===== src/rtl/cpu_sram_arbiter.sv =====
// cpu_sram_arbiter
// Shares one synchronous single-port SRAM (1-cycle read latency) between an
// instruction requester and a data requester. Data wins ties, except that
// after STARVE_LIMIT consecutive data grants while inst_req waits, inst is
// forced through. Grants are combinational; the response phase (data_ok)
// follows exactly one cycle after the grant and is tracked by a small FSM.
//
//   state    | meaning
//   ---------+--------------------------------------------------------------
//   S_IDLE   | no access issued last cycle, no response this cycle
//   S_RESP_I | inst access issued last cycle, inst_data_ok this cycle
//   S_RESP_D | data access issued last cycle, data_data_ok this cycle
//
// Back-to-back accesses are allowed: a new grant may be issued in any RESP
// cycle, so throughput is one access per cycle.

module cpu_sram_arbiter #(
  parameter int unsigned STARVE_LIMIT = 4
) (
  input  logic        clk,
  input  logic        resetn,

  input  logic        inst_req,
  input  logic        inst_wr,
  input  logic [3:0]  inst_wstrb,
  input  logic [31:0] inst_addr,
  input  logic [31:0] inst_wdata,
  output logic        inst_addr_ok,
  output logic        inst_data_ok,
  output logic [31:0] inst_rdata,

  input  logic        data_req,
  input  logic        data_wr,
  input  logic [3:0]  data_wstrb,
  input  logic [31:0] data_addr,
  input  logic [31:0] data_wdata,
  output logic        data_addr_ok,
  output logic        data_data_ok,
  output logic [31:0] data_rdata,

  output logic        sram_en,
  output logic [3:0]  sram_wen,
  output logic [31:0] sram_addr,
  output logic [31:0] sram_wdata,
  input  logic [31:0] sram_rdata
);

  // A zero limit still needs a one-bit counter to keep the logic well formed.
  localparam int unsigned CNT_W = (STARVE_LIMIT < 1) ? 1 : $clog2(STARVE_LIMIT + 1);
  localparam logic [CNT_W-1:0] CNT_MAX = CNT_W'(STARVE_LIMIT);

  typedef enum logic [1:0] {
    S_IDLE   = 2'd0,
    S_RESP_I = 2'd1,
    S_RESP_D = 2'd2
  } state_t;

  state_t           state_q, state_d;
  logic [CNT_W-1:0] starve_q, starve_d;
  logic             gnt_inst, gnt_data;
  logic             starved;

  assign starved = (starve_q == CNT_MAX);

  // Grant selection: nothing in reset, sole requester wins, data wins ties
  // unless inst has been passed over STARVE_LIMIT times in a row.
  always_comb begin
    gnt_inst = 1'b0;
    gnt_data = 1'b0;
    if (resetn) begin
      if (inst_req && data_req) begin
        if (starved) begin
          gnt_inst = 1'b1;
        end else begin
          gnt_data = 1'b1;
        end
      end else begin
        gnt_inst = inst_req;
        gnt_data = data_req;
      end
    end
  end

  // State register and starvation counter, synchronous active-low reset.
  always_ff @(posedge clk) begin
    if (!resetn) begin
      state_q  <= S_IDLE;
      starve_q <= '0;
    end else begin
      state_q  <= state_d;
      starve_q <= starve_d;
    end
  end

  // Next state: the response phase always reflects last cycle's grant.
  always_comb begin
    state_d = S_IDLE;
    if (gnt_inst) begin
      state_d = S_RESP_I;
    end else if (gnt_data) begin
      state_d = S_RESP_D;
    end
  end

  // Starvation counter: counts data grants that bypassed a waiting inst_req;
  // any inst grant or an idle inst side clears it, and it saturates.
  always_comb begin
    starve_d = starve_q;
    if (gnt_inst || !inst_req) begin
      starve_d = '0;
    end else if (gnt_data && !starved) begin
      starve_d = starve_q + 1'b1;
    end
  end

  // Outputs: address-phase handshake and SRAM drive from the grant,
  // response-phase strobes from the state.
  always_comb begin
    inst_addr_ok = gnt_inst;
    data_addr_ok = gnt_data;
    sram_en      = gnt_inst | gnt_data;
    sram_wen     = 4'b0000;
    sram_addr    = 32'h0000_0000;
    sram_wdata   = 32'h0000_0000;
    if (gnt_inst) begin
      sram_wen   = inst_wr ? inst_wstrb : 4'b0000;
      sram_addr  = inst_addr;
      sram_wdata = inst_wdata;
    end else if (gnt_data) begin
      sram_wen   = data_wr ? data_wstrb : 4'b0000;
      sram_addr  = data_addr;
      sram_wdata = data_wdata;
    end

    inst_data_ok = 1'b0;
    data_data_ok = 1'b0;
    case (state_q)
      S_RESP_I: inst_data_ok = 1'b1;
      S_RESP_D: data_data_ok = 1'b1;
      default:  ;
    endcase
  end

  // Read data is a straight pass-through; qualified by the data_ok strobes.
  assign inst_rdata = sram_rdata;
  assign data_rdata = sram_rdata;

endmodule


===== config.mk =====
export PLATFORM = sky130hd
export DESIGN_NAME = cpu_sram_arbiter
export DESIGN_NICKNAME = d
export VERILOG_FILES = /design/src/rtl/cpu_sram_arbiter.sv
export SDC_FILE = /design/constraint.sdc
export NUM_CORES = 1
export LEC_CHECK = 0
export CORE_AREA = 5 5 118 120
export DETAILED_ROUTE_END_ITERATION = 7
export DIE_AREA = 0 0 123 125
export PLACE_DENSITY = 0.55
export SYNTH_ARGS = -nofsm -noshare
export SYNTH_HDL_FRONTEND = slang
export SYNTH_SLANG_ARGS = --single-unit

===== constraint.sdc =====
create_clock -name clk -period 1.55 [get_ports clk]
set_input_delay 0.155 -clock clk [delete_from_list [all_inputs] [get_ports clk]]
set_output_delay 0.155 -clock clk [all_outputs]
set_load 0.03 [all_outputs]

; ---- After elaboration in Yosys (flattened, before gate mapping)
; Index checks and enable logic that the tools add are counted.
; W data, S select, Z words.
[totals]
regBits = 5
latch_bits = 0
ramBits = 0
rom_bits = 0
inputBits = 174
out_inout_bits = 137
elab_cells = 34
n_memories = 0
[op_classes]
add_sub_neg = 1
mul = 0
n_div = 0
order_cmp = 0
n_eq_ne = 3
shifts = 0
muxes = 18
bitwise = 2
n_reduce_logical = 7
[ops]
columns = op, count
row1 = $mux W32, 4
row2 = $mux W4, 4
row3 = $mux W1, 9
row4 = $reduce_or A2 Y1, 2
row5 = $add A3 B1 Y3 const B, 1
row6 = $eq A3 B3 Y1 const B, 1
row7 = $eq A2 B1 Y1 const B, 1
row8 = $eq A2 B2 Y1 const B, 1
row9 = $logic_and A1 B1 Y1, 2
row10 = $logic_not A1 Y1, 2
row11 = $mux W2, 1
row12 = $logic_or A1 B1 Y1, 1
row13 = $not A1 Y1, 1
row14 = $or A1 B1 Y1, 1

; ---- Longest topological paths before layout
[depth]
ltp_word = 6
depth_mapped = 7
depth_no_buf = 5

; ---- Worst setup path before layout
; No wires, ideal clock.
[synth_timing]
path_type = register -> output
startpoint = register starve_q[0]
endpoint = output sram_addr[16]
arrival_time_ns = 1.439
t_required_ns = 1.395
setup_slack_ns = -0.044
path_stages_with_launch = 7
path_buffers = 1
path_cell_list = dfxtp_1 inv_1 ha_1 nand3_1 and2_4 buf_2 a22o_1
[synth_between]
elab_chain_cells = 6
elab_cells_between_ends = 9
cone_classes = eq/ne: 1 / mux: 8
[synth_lines]
columns = item, line_no
row1 = "start, declared", 59  ; logic [CNT_W-1:0] starve_q, starve_d;
row2 = "start signal, assigned", 91  ; starve_q <= starve_d;
row3 = $eq A3 B3 Y1, 63  ; assign starved = (starve_q == CNT_MAX);
row4 = $mux W1, 72  ; if (starved) begin
row5 = $mux W1, 71  ; if (inst_req && data_req) begin
row6 = $mux W1, 70  ; if (resetn) begin
row7 = net data_addr_ok, 37  ; output logic data_addr_ok,
row8 = $mux W32, 129  ; end else if (gnt_data) begin
row9 = $mux W32, 125  ; if (gnt_inst) begin
row10 = "end, declared", 43  ; output logic [31:0] sram_addr,
; The timed path passes the listed nets, and every way through them passes these cells.

; ---- Worst setup path after layout
[layout_timing]
startpoint = register starve_q[0]
endpoint = output sram_addr[9]
[layout_between]
elab_chain_cells = 6
elab_cells_between_ends = 9
cone_classes = eq/ne: 1 / mux: 8
[layout_lines]
columns = item, line_no
row1 = $eq A3 B3 Y1 *, 63
row2 = $mux W1, 72
row3 = $mux W1, 71
row4 = $mux W1, 70
row5 = $mux W32, 129
row6 = $mux W32 *, 125
; Every way passes the cells marked *; elsewhere a longest branch is shown, timed or not.

==> results.json <==
{
  "status": "finished, violations left",
  "violations": "negative setup slack",
  "grt_antenna_before_repair": 0,
  "startpoint_type": "register",
  "wl_per_cell_um": 18.9,
  "p_clk_share_pct": 23.8,
  "place.gp.congestion": 0.757,
  "wirelength_um": 9750,
  "syn2layout_area_growth_pct": 183,
  "critical_path_class": "reg2out",
  "drtAntennaViolNets": 0,
  "syn_area_sq_mm": 0.00146,
  "path_cells": "inv_2, ha_4, nand2_4, a21oi_4, buf_12, buf_12, clkbuf_16, a22o_4, buf_6",
  "n_antenna_cell": 0,
  "endpoint_kind": "output pin",
  "hold_path.class": "in2out",
  "finalCritPeriodShare_pct": 121,
  "yosys_warnings": 0,
  "p_int_w": 0.00122,
  "p_leak_nw": 1.76,
  "maxClockFrequency_mhz": 532,
  "grt_pass1_wl_um": 13400,
  "clockBufferDepth": 2,
  "required_ns": 1.39,
  "max_stage_delay_ns": 0.33,
  "crit_family": "buffers and inverters",
  "ys_types": 23,
  "power_switching_w": 0.000590,
  "swShare_pct": 32.5,
  "nFillCells": 1313,
  "vias": 2045,
  "critPathMaxFanout": 4,
  "use_met1_pct": 10.3,
  "io_buffer_count": 214,
  "worst_pin_slew_ns": 0.328,
  "vdd_drop_max_mv": 0.303,
  "rsz0062_at_grt": "true",
  "track_usage_pct": 11.4,
  "initial_utilization_pct": 11.4,
  "crit_slowest_cell": "dfxtp_2",
  "grt_util_met3_pct": 3.66,
  "tritoncts": "built",
  "avgSynthCellArea_sq_um": 8.45,
  "rows": 42,
  "layout.nets": 516,
  "grt_max_degree": 32,
  "slew_violations": 0,
  "die_area_sq_mm": 0.0154,
  "arrival_ns": 1.73,
  "combPwrFrac_pct": 68.7,
  "fin_util_pct": 32.1,
  "first_pass_iters": 4,
  "io_pins": 311,
  "pre_cts_ws_ns": -0.178,
  "crit_top_cell": "buf_12",
  "fin_ws_ns": -0.331,
  "die_height_um": 125,
  "insertion_delay_ns": 0.23,
  "drive_gt1_share_pct": 42.2,
  "htreeDepth": 1,
  "hold_viol": 0,
  "min_period_ns": 1.88,
  "yosysSeqAreaShare_pct": 6.85,
  "seq_power_share_pct": 7.5,
  "netlist_instances": 173,
  "busiest_layer": "met2",
  "syn_nets": 349,
  "numCtsBuffers": 3,
  "drcViolationCount": 0,
  "dp_hpwl_um": 7500,
  "p_per_area_mw_per_mm2": 439,
  "synth_seq_cells": 5,
  "slew_headroom_pct": 78.1,
  "grt_pass1_vias": 2338,
  "critical_path_buf_inv_count": 5,
  "overflow": 0,
  "maxCapViolCount": 0,
  "use_met2_pct": 21.9,
  "finalSetupViolCount": 70,
  "viasPerCell": 3.97,
  "drt_first_iter_violations": 40,
  "skew_ns": 0.00186,
  "core_area_sq_mm": 0.0129,
  "cts.sinks": 5,
  "die_x_um": 123,
  "clockRootBuffer": "clkbuf_16",
  "clk_pin_slew_worst_paths_ns": 0.03
}
## area by class of cell
class                      count  area [sq um]  share of cell area [%]
inverter                       2          7.51                   0.182
tap                          176           220                    5.33
multi-input combinational     88           930                    22.5
timing repair buffer         240          2790                    67.6
clock buffer                   4          78.8                    1.91
sequential                     5           103                    2.48
## routing by layer
metal | part of all wire [%] | wire length [um] | vias to the layer above
met5 | 0 | 0 | -
met4 | 5.2 | 509 | 0
met3 | 11 | 1120 | 37
met2 | 53 | 5200 | 158
met1 | 30 | 2920 | 923
li1 | - | - | 927
## worst paths after layout
path | slack [ns] | from | cells past startpoint | endpoint
hold reg to reg | 0.52 | starve_q[0] | 2 | starve_q[0]
setup / recovery | -0.33 | starve_q[0] | 9 | sram_addr[9]
setup reg to reg | 0.28 | starve_q[0] | 7 | starve_q[1]
hold / removal | 0.31 | sram_rdata[23] | 0 | data_rdata[23]
## cell usage in the layout, fill, tap and decap left out, drive strengths merged, types with 3 or more instances in the layout
cell type | Yosys | final
and2 | 3 | 3
dfxtp | 5 | 5
buf | 78 | 95
a32o | 4 | 4
clkdlybuf4s50 | 0 | 141
clkbuf | 0 | 6
a22o | 64 | 64
nand2 | 3 | 3
## synthesized netlist by cell type, drive strengths merged
library cell,instances,area [sq um]
and2,3,23.8
nor3b,1,7.51
and4,1,8.76
buf,78,612
dfxtp,5,100
ha,2,25.0
nor2b,2,12.5
a32o,4,40.0
and3,1,6.26
inv,2,7.51
o21a,1,7.51
nand3,1,5.00
mux2i,1,10.0
a22o,64,561
a21oi,2,13.8
nor2,2,7.51
nand2,3,13.8
## per-stage QoR
stage	std cells	hold slack, ns	setup TNS (ns)	cell area, sq um	total power, W
3_5_place_dp	497	0.310	-10.16	3430	0.00122
6_report	515	0.310	-19.38	4130	0.00181
3_3_place_gp	497	0.310	-8.45	3430	0.00122
2_1_floorplan	173	0.246	0	1490	0.000863
4_1_cts	511	0.310	-19.17	3980	0.00180
5_1_grt	515	0.310	-24.23	4130	0.00189
## power groups by stage
stage	clock network [W]	registers, W	logic (W)
after global routing	0.000455	0.000136	0.00130
after floorplan	0	0.000137	0.000726
after CTS	0.000441	0.000136	0.00122
after detailed placement	0	0.000137	0.00109
final	0.000431	0.000136	0.00125
after global placement	0	0.000137	0.00108
## logic make-up after synthesis
| kind of cell | after synthesis | synth area share, % |
|---|---|---|
| AOI/OAI and AO/OA | 71 | 42.6 |
| adders and majority gates | 2 | 1.71 |
| buffers and inverters | 80 | 42.4 |
| DFF | 5 | 6.85 |
| muxes | 1 | 0.685 |
| and+or+nand+nor | 14 | 5.82 |
## state kept, by name, summed over array words and instances (netlist names)
name / flops
starve_q: 3
state_q: 2
## timing repair
| action | 4_1_cts | 5_1_grt |
|---|---|---|
| buffers inserted | 6 | 2 |
| setup endpoints to repair | 70 | 72 |
| hold buffers | 0 | 0 |
| pin swaps | 3 | 11 |
| cloned | 4 | 2 |
| resized for setup | 76 | 13 |
(Power assumes the default switching activity.)
